===== src/rtl/hazard_forward_unit.sv =====
// ---------------------------------------------------------------------------
// hazard_forward_unit
//
// Hazard controller for the 5-stage MIPS pipeline. It keeps shadow copies of
// the destination information held in the ID/EX, EX/MEM and MEM/WB latches.
// From those copies it produces the operand-forwarding selects for Execute,
// detects load-use hazards (stalling PC and IF/ID and injecting a bubble),
// and applies the taken-branch flush. Saturating counters record stall and
// flush cycles for performance debug.
//
// Parameters
//   REG_AW       register-address width
//   CNT_W        width of the stall/flush event counters
//
// Ports
//   clk           pipeline clock, rising edge
//   reset         asynchronous, active-high; clears all shadow state/counters
//   if_id_rs      rs field of the instruction in decode
//   if_id_rt      rt field of the instruction in decode
//   dec_rs_used   decoded instruction reads rs
//   dec_rt_used   decoded instruction reads rt
//   dec_dest      decoded destination register (rd or rt, already selected)
//   dec_reg_write decoded instruction writes a register
//   dec_mem_read  decoded instruction is a load
//   branch_taken  taken branch/jump resolved in EX this cycle
//   forward_a     A-operand select: 00 regfile, 01 MEM/WB, 10 EX/MEM
//   forward_b     B-operand select, same encoding
//   pc_write      PC update enable
//   if_id_write   IF/ID latch enable
//   if_id_flush   zero the IF/ID latch at the next edge
//   id_ex_bubble  load a NOP into ID/EX at the next edge
//   stall_count   saturating count of load-use stall cycles
//   flush_count   saturating count of branch-flush cycles
// ---------------------------------------------------------------------------
module hazard_forward_unit #(
  parameter int REG_AW = 5,
  parameter int CNT_W  = 16
) (
  input  logic              clk,
  input  logic              reset,
  input  logic [REG_AW-1:0] if_id_rs,
  input  logic [REG_AW-1:0] if_id_rt,
  input  logic              dec_rs_used,
  input  logic              dec_rt_used,
  input  logic [REG_AW-1:0] dec_dest,
  input  logic              dec_reg_write,
  input  logic              dec_mem_read,
  input  logic              branch_taken,
  output logic [1:0]        forward_a,
  output logic [1:0]        forward_b,
  output logic              pc_write,
  output logic              if_id_write,
  output logic              if_id_flush,
  output logic              id_ex_bubble,
  output logic [CNT_W-1:0]  stall_count,
  output logic [CNT_W-1:0]  flush_count
);

  // EX slot shadow
  logic [REG_AW-1:0] ex_rs;
  logic [REG_AW-1:0] ex_rt;
  logic              ex_rs_used;
  logic              ex_rt_used;
  logic [REG_AW-1:0] ex_dest;
  logic              ex_reg_write;
  logic              ex_mem_read;

  // MEM and WB slot shadows
  logic [REG_AW-1:0] mem_dest;
  logic              mem_reg_write;
  logic [REG_AW-1:0] wb_dest;
  logic              wb_reg_write;

  logic load_use;
  logic stall_event;

  localparam logic [CNT_W-1:0] CNT_ONE = {{(CNT_W-1){1'b0}}, 1'b1};
  localparam logic [CNT_W-1:0] CNT_MAX = {CNT_W{1'b1}};

  // Shadow pipeline: the EX slot takes the decoded instruction unless a
  // bubble is being inserted, in which case every enable is cleared. MEM and
  // WB simply follow one and two cycles behind.
  always_ff @(posedge clk or posedge reset) begin
    if (reset) begin
      ex_rs         <= '0;
      ex_rt         <= '0;
      ex_rs_used    <= 1'b0;
      ex_rt_used    <= 1'b0;
      ex_dest       <= '0;
      ex_reg_write  <= 1'b0;
      ex_mem_read   <= 1'b0;
      mem_dest      <= '0;
      mem_reg_write <= 1'b0;
      wb_dest       <= '0;
      wb_reg_write  <= 1'b0;
    end else begin
      if (id_ex_bubble) begin
        ex_rs        <= '0;
        ex_rt        <= '0;
        ex_rs_used   <= 1'b0;
        ex_rt_used   <= 1'b0;
        ex_dest      <= '0;
        ex_reg_write <= 1'b0;
        ex_mem_read  <= 1'b0;
      end else begin
        ex_rs        <= if_id_rs;
        ex_rt        <= if_id_rt;
        ex_rs_used   <= dec_rs_used;
        ex_rt_used   <= dec_rt_used;
        ex_dest      <= dec_dest;
        ex_reg_write <= dec_reg_write;
        ex_mem_read  <= dec_mem_read;
      end
      mem_dest      <= ex_dest;
      mem_reg_write <= ex_reg_write;
      wb_dest       <= mem_dest;
      wb_reg_write  <= mem_reg_write;
    end
  end

  // Operand forwarding. The EX/MEM producer is checked first so the youngest
  // writer of a register wins over an older one sitting in MEM/WB. Register 0
  // is hard-wired to zero and therefore never forwarded.
  always_comb begin
    forward_a = 2'b00;
    forward_b = 2'b00;
    if (ex_rs_used && mem_reg_write && (mem_dest != '0) && (mem_dest == ex_rs))
      forward_a = 2'b10;
    else if (ex_rs_used && wb_reg_write && (wb_dest != '0) && (wb_dest == ex_rs))
      forward_a = 2'b01;
    if (ex_rt_used && mem_reg_write && (mem_dest != '0) && (mem_dest == ex_rt))
      forward_b = 2'b10;
    else if (ex_rt_used && wb_reg_write && (wb_dest != '0) && (wb_dest == ex_rt))
      forward_b = 2'b01;
  end

  // A load in EX whose destination is read by the instruction in decode
  // cannot be satisfied by forwarding, so decode must wait one cycle.
  assign load_use = ex_mem_read && (ex_dest != '0) &&
                    ((dec_rs_used && (ex_dest == if_id_rs)) ||
                     (dec_rt_used && (ex_dest == if_id_rt)));

  // A taken branch discards the instruction in decode anyway, so it overrides
  // any stall that instruction would otherwise have caused.
  assign stall_event = load_use && !branch_taken;

  // Pipeline control. Flush keeps the front end moving (fetching the branch
  // target) while squashing IF/ID and ID/EX; a stall freezes the front end
  // and feeds a bubble into EX.
  always_comb begin
    pc_write     = 1'b1;
    if_id_write  = 1'b1;
    if_id_flush  = 1'b0;
    id_ex_bubble = 1'b0;
    if (branch_taken) begin
      if_id_flush  = 1'b1;
      id_ex_bubble = 1'b1;
    end else if (load_use) begin
      pc_write     = 1'b0;
      if_id_write  = 1'b0;
      id_ex_bubble = 1'b1;
    end
  end

  // Saturating event counters for performance debug; once all-ones they
  // stick there instead of wrapping.
  always_ff @(posedge clk or posedge reset) begin
    if (reset) begin
      stall_count <= '0;
      flush_count <= '0;
    end else begin
      if (stall_event && (stall_count != CNT_MAX))
        stall_count <= stall_count + CNT_ONE;
      if (branch_taken && (flush_count != CNT_MAX))
        flush_count <= flush_count + CNT_ONE;
    end
  end

endmodule


===== config.mk =====
export PLATFORM = sky130hd
export DESIGN_NAME = hazard_forward_unit
export DESIGN_NICKNAME = d
export VERILOG_FILES = /design/src/rtl/hazard_forward_unit.sv
export SDC_FILE = /design/constraint.sdc
export NUM_CORES = 1
export LEC_CHECK = 0
export ABC_CLOCK_PERIOD_IN_PS = 2900
export BUFFER_PORTS_ARGS = -buffer_cell sky130_fd_sc_hd__buf_2
export CORE_MARGIN = 4
export CORE_UTILIZATION = 55
export DETAILED_ROUTE_END_ITERATION = 8
export PLACE_DENSITY = 0.81
export SLEW_MARGIN = 20
export SYNTH_ARGS = -nofsm -noshare
export SYNTH_HDL_FRONTEND = slang
export SYNTH_SLANG_ARGS = --single-unit

===== constraint.sdc =====
create_clock -name clk -period 2.9 [get_ports clk]
set_input_delay 0.29 -clock clk [delete_from_list [all_inputs] [get_ports clk]]
set_output_delay 0.29 -clock clk [all_outputs]
set_load 0.01 [all_outputs]

==> impl_metrics.yaml, run 1 <==
status:
  outcome: "finished clean"
worst_setup_path:
  worstPathArrival_ns: 2.04
  critPathSlowestCell: "or4_4"
  crit_fanout: 10
  criticalPathCategory: "reg -> out"
  max_stage_delay_ns: 0.57
  start_kind: "flip-flop"
  crit_path_end_kind: "output port"
  crit_chain: "or4_4 > o21a_1 > a21oi_1 > buf_4 > inv_2 > buf_2"
  r2r_slack_ns: 1.02
  crit_family: "simple AND/OR/NAND/NOR gates"
  cp_data_required_time_ns: 2.61
  cp.buffers_inverters: 3
timing:
  setup_viol: 0
  finalCritPeriodShare: 0.8024
  worst_pin_slew_ns: 0.7513
  slew_viol_final: 0
  finalHoldViolations: 0
  fmax_ghz: 0.4297
  holdWs_ns: 0.1717
  skew_ns: 0.01149
  tns_ns: 0
  worst_slack_ns: 0.5729
  max-slew-margin-rel: 0.4992
  period_minus_slack_ns: 2.327
  rsz0062_at_grt: "false"
clock_tree:
  clock-sinks: 63
  clkLatencyLatePin_ns: 0.33
  numCtsBuffers: 9
  cts_tree: "built"
  cts-root-buf: "clkbuf_8"
  cts-resized-gates: 0
  post-cts-setup-buffers: 0
  clock_path_buffers: 2
  clk_pin_slew_ns: 0.07
  ctsHoldBuffers: 0
  h-tree-depth: 3
place:
  dp_worst_setup_slack_ns: 0.9220
  place_area_mm2: 0.003306
  gp_congestion: 0.8154
  place.port_buffers: 61
  dp_hpwl_mm: 4.290
synth:
  ys.flop_type: "dfrtp_1"
  synth_area_per_cell_um2: 11.18
  syn_area_mm2: 0.002918
  ys_seq_elements: 63
  synth_edf_count: 0
  yosysWarnings: 0
  synth_area_leader_cell: "dfrtp_1"
  synthTopCellsByArea: "dfrtp_1, xnor2_1, xor2_1"
  ys_seq_area_frac: 0.5403
  syn_nets: 285
  synth_top_area_frac: 0.5403
  synth_cell_type_count: 39
  async_reset_ff_frac: 1.000
  netlist_instances: 261
pwr:
  p_leak_nw: 1.663
  ir_drop_v: 0.0004040
  power_density_mw_per_mm2: 611.3
final_layout:
  area_growth_pct: 20.54
  nets: 354
  final_cell_mix: "dfrtp_1, buf_2, xnor2_1"
  diodes: 0
  fin_util: 0.6843
  drive_above_1_share: 0.2695
  final_common_cell: "dfrtp_1"
  finalInstanceArea_mm2: 0.003517
detailed_routing:
  first_iter_violations: 106
  wire_per_inst_um: 14.39
  route.detailed.drc: 0
  ant_nets: 0
  wl_mm: 5.815
  dr.pass1.iters: 4
  vias: 2142
  avgViaCountPerCell: 5.302
floorplan:
  io_pins: 62
  rows: 26
  start_util: 0.5677
  die_x_um: 80.84
  die_area_mm2: 0.006534
  die_height_um: 80.84
  core-area_mm2: 0.005140
job:
  drv_cap: 0
grt:
  grtUsageTotal: 0.1928
  grt_pass1_vias: 2102
  grt_max_degree: 64
  grt_overflow: 0
  grt_first_pass_wirelength_mm: 9.584
  grt_antenna_before_repair: 0
worst_hold_path:
  hold_class: "in -> reg"
power by group:
part | total [W] | switching, W | internal (W)
clock | 0.000810 | 0.000310 | 0.000500
sequential | 0.00104 | 0.0000872 | 0.000953
combinational | 0.000300 | 0.000157 | 0.000142
total | 0.00215 | 0.000555 | 0.00160
layout make-up:
type,instances,area (µm²)
fill,427,1623
sequential,63,1577
multi-input combinational,187,1287
timing repair buffer,66,342.8
clock buffer,11,141.4
tap,70,87.58
clock inverter,4,70.07
inverter,3,11.26
through the flow:
stage / cells / total power, W
global placement: 389 / 0.001339
CTS: 404 / 0.002172
global route: 404 / 0.002252
floorplan: 261 / 0.001231
finish: 404 / 0.002150
detailed placement: 389 / 0.001358
state kept, by name, summed over array words and instances, names as in the netlist:
name	cells
mem_dest	5
ex_rs_used	1
stall_count	16
wb_dest	5
ex_dest	5
wb_reg_write	1
mem_reg_write	1
ex_rt	5
ex_rs	5
flush_count	16
ex_mem_read	1
ex_rt_used	1
ex_reg_write	1
synthesized netlist by cell type (2+ instances only):
library cell / number
nor4_1: 5
nand3_1: 21
a31oi_1: 4
clkbuf_1: 2
and3_1: 5
nand4_1: 8
ha_1: 2
a21oi_1: 7
buf_2: 4
inv_1: 2
dfrtp_1: 63
and4_1: 2
or3_1: 2
nor2_1: 10
buf_4: 2
or4_1: 2
and2_1: 19
nor3b_1: 2
xor2_1: 17
nand4b_1: 3
nor3_1: 9
nand2_1: 15
xnor2_1: 39
worst reg2reg max path: cells and delay by family (launching register included):
family | cells | cell delay, ns
AOI/OAI and AO/OA | 1 | 0.11
adders and majority gates | 1 | 0.19
DFF | 1 | 0.40
muxes | 1 | 0.30
and+or+nand+nor | 3 | 0.76
cell families after synthesis:
kind of cell               count (synthesis)  synth area share
AOI/OAI and AO/OA                         18           0.04459
xor gates and xnor gates                  56            0.1681
adders and majority gates                  2          0.008575
buffers and inverters                     11           0.01844
DFF                                       63            0.5403
muxes                                      2          0.009003
and+or+nand+nor                          109            0.2110
metal layers:
| layer | wire length [µm] | share of wire | global-route usage | up-vias |
|---|---|---|---|---|
| met2 | 2831 | 0.49 | 0.3079 | 70 |
| met4 | 145 | 0.025 | 0.1098 | 0 |
| met5 | 0 | 0 | 0 | - |
| met3 | 297 | 0.051 | 0.03659 | 16 |
| met1 | 2541 | 0.44 | 0.2458 | 1015 |
| li1 | - | - | - | 1041 |
path summary, 6_finish.rpt:
check | cells past startpoint | start | endpoint
min reg2reg | 0 | ex_reg_write | mem_reg_write
min in group asynchronous | 3 | reset | flush_count[10]
min | 2 | dec_dest[3] | ex_dest[3]
max in group asynchronous | 3 | reset | stall_count[11]
max reg2reg | 6 | stall_count[1] | stall_count[1]
max | 6 | ex_dest[1] | id_ex_bubble
Note: power is estimated with default switching activity, not from simulation.
==> inputs of run 2 (changes only) <==
--- a/config.mk
+++ b/config.mk
@@ -5,12 +5,12 @@
 export SDC_FILE = /design/constraint.sdc
 export NUM_CORES = 1
 export LEC_CHECK = 0
-export ABC_CLOCK_PERIOD_IN_PS = 2900
+export ABC_CLOCK_PERIOD_IN_PS = 1920
 export BUFFER_PORTS_ARGS = -buffer_cell sky130_fd_sc_hd__buf_2
 export CORE_MARGIN = 4
-export CORE_UTILIZATION = 55
+export CORE_UTILIZATION = 49
 export DETAILED_ROUTE_END_ITERATION = 8
-export PLACE_DENSITY = 0.81
+export PLACE_DENSITY = 0.77
 export SLEW_MARGIN = 20
 export SYNTH_ARGS = -nofsm -noshare
 export SYNTH_HDL_FRONTEND = slang
==> constraint.sdc (replaced) <==
create_clock -name clk -period 1.92 [get_ports clk]
set_input_delay 0.192 -clock clk [delete_from_list [all_inputs] [get_ports clk]]
set_output_delay 0.192 -clock clk [all_outputs]
set_load 0.01 [all_outputs]
==> run 2 against run 1 <==
The run now ends with setup timing left. Via count up 5.8%. Setup slack worse by 0.72 ns. First-iteration DRC count is 10% higher. Critical path depth grew 1. Power up 64%. Utilization decreased by 0.34 points. Sequential cell count unchanged.
==> impl_metrics.yaml, run 2 (synthesis gave the netlist of run 1 again) <==
final_layout:
  diodes: 0
  drive_above_1_share: 0.3549
  register_area_mm2: 0.001578
  finalNonFillerCells: 427
  nets: 374
  final_cell_mix: "dfrtp_1, buf_2, xnor2_1"
  reg_top3: "flush_count: 16 flops, stall_count: 16 flops"
  n_fill_cell: 403
  final_common_cell: "dfrtp_1"
  area_growth_pct: 31.65
  multi_input_area_mm2: 0.001365
timing:
  finalHoldViolations: 0
  finalCritPeriodShare: 1.078
  rsz0062_at_grt: "true"
  fmax_ghz: 0.4830
  max-slew-margin-rel: 0.6624
  period_minus_slack_ns: 2.070
  setup_viol: 10
  worst_pin_slew_ns: 0.5025
  slew_viol_final: 0
  worst_slack_ns: -0.1503
  skew_ns: 0.006364
clock_tree:
  clkLatencyLatePin_ns: 0.33
  cts_tree: "built"
  clk_pin_slew_ns: 0.06
  numCtsBuffers: 9
  clock_path_buffers: 2
  cts-root-buf: "clkbuf_8"
  h-tree-depth: 3
  clock-sinks: 63
pwr:
  p_leak_nw: 1.804
  power_density_mw_per_mm2: 917.9
  ir_drop_v: 0.0006588
detailed_routing:
  wl_mm: 6.702
  avgViaCountPerCell: 5.309
  route.detailed.drc: 0
  first_iter_violations: 117
  wire_per_inst_um: 15.70
  ant_nets: 0
  dr.pass1.iters: 4
  vias: 2267
worst_setup_path:
  start_kind: "flip-flop"
  criticalPathCategory: "reg -> reg"
  worstPathArrival_ns: 2.28
  crit_fanout: 3
  crit_path_end_kind: "flip-flop"
  cp_data_required_time_ns: 2.13
floorplan:
  io_pins: 62
  core-area_mm2: 0.005642
  rows: 27
  start_util: 0.5172
  die_height_um: 85.17
  die_x_um: 85.17
  die_area_mm2: 0.007253
grt:
  grt_overflow: 0
  grt_max_degree: 64
  grt_antenna_before_repair: 0
  grt_first_pass_wirelength_mm: 11.02
  grtUsageTotal: 0.1926
  grt_pass1_vias: 2383
place:
  dp_cells: 399
  gp_congestion: 0.8561
  dp_worst_setup_slack_ns: 0.1102
  place.port_buffers: 61
  dp_hpwl_mm: 4.550
worst_hold_path:
  hold_class: "in -> reg"
status:
  violations: "setup timing"
  outcome: "finished with violations"
job:
  drv_cap: 0
-- run 2: changes by cell type in the layout (fill, tap and decap cells not counted), moves of 4 or more --
cell	delta
buf_6	+7
nand3_1	-4
buf_4	+14
nand3_2	+4
-- run 2: cell type report --
type | instances | area share
well taps | 72 | 0.02345
flip-flops and latches | 63 | 0.4107
multi-input cells | 187 | 0.3554
repair buffers | 86 | 0.1410
clock buffers | 11 | 0.03941
inverters | 3 | 0.002932
clock inverters | 5 | 0.02704
-- run 2: timing repair --
item | in CTS | in global routing
endpoints found under the hold margin | 63 | 0
buffers inserted | 8 | 3
pin swaps | 8 | 16
endpoints found under the setup margin | 5 | 12
cloned | 0 | 1
gates resized for setup | 9 | 17
hold buffers | 1 | 0
-- run 2: stage by stage --
stage | setup TNS (ns) | hold slack (ns) | area, µm² | utilization | power [W]
floorplan | 0 | 0.3206 | 2918 | - | 0.001859
global placement | 0 | 0.2815 | 3381 | 0.5992 | 0.002064
detailed placement | 0 | 0.2855 | 3381 | 0.5992 | 0.002080
CTS | -0.2518 | 0.05442 | 3746 | 0.6640 | 0.003546
global route | -1.898 | 0.05569 | 3841 | 0.6809 | 0.003698
finish | -0.6166 | 0.07118 | 3841 | 0.6809 | 0.003526
-- run 2: path summary, 6_finish.rpt --
check,from,endpoint,slack [ns],depth (start not counted)
worst max-delay path,ex_dest[3],stall_count[1],-0.15,7
worst min-delay path,dec_dest[0],ex_dest[0],0.07,2
worst max register to register,ex_dest[3],stall_count[1],-0.15,7
worst min register to register,ex_reg_write,mem_reg_write,0.35,0
max in group asynchronous,reset,ex_dest[0],1.17,4
min in group asynchronous,reset,flush_count[14],0.47,4
-- run 2: power breakdown --
group	total, W	internal [W]	switching (W)
clock	0.00143	0.000934	0.000500
sequential	0.00155	0.00144	0.000111
combinational	0.000542	0.000266	0.000277
-- run 2: per-layer routing --
layer	GRT usage	routed length [µm]	up-vias
met1	0.2464	2844	1093
met5	0	0	-
met4	0.07050	76	0
li1	-	-	1082
met3	0.04951	381	8
met2	0.3157	3400	84
-- run 2: worst max-delay path, stage by stage (launching register included) --
cell     delay [ns]
dfrtp_1        0.37
or4_4          0.53
buf_4          0.16
o21ai_4        0.20
buf_6          0.14
a21oi_2        0.05
and3b_4        0.22
mux2_4         0.29
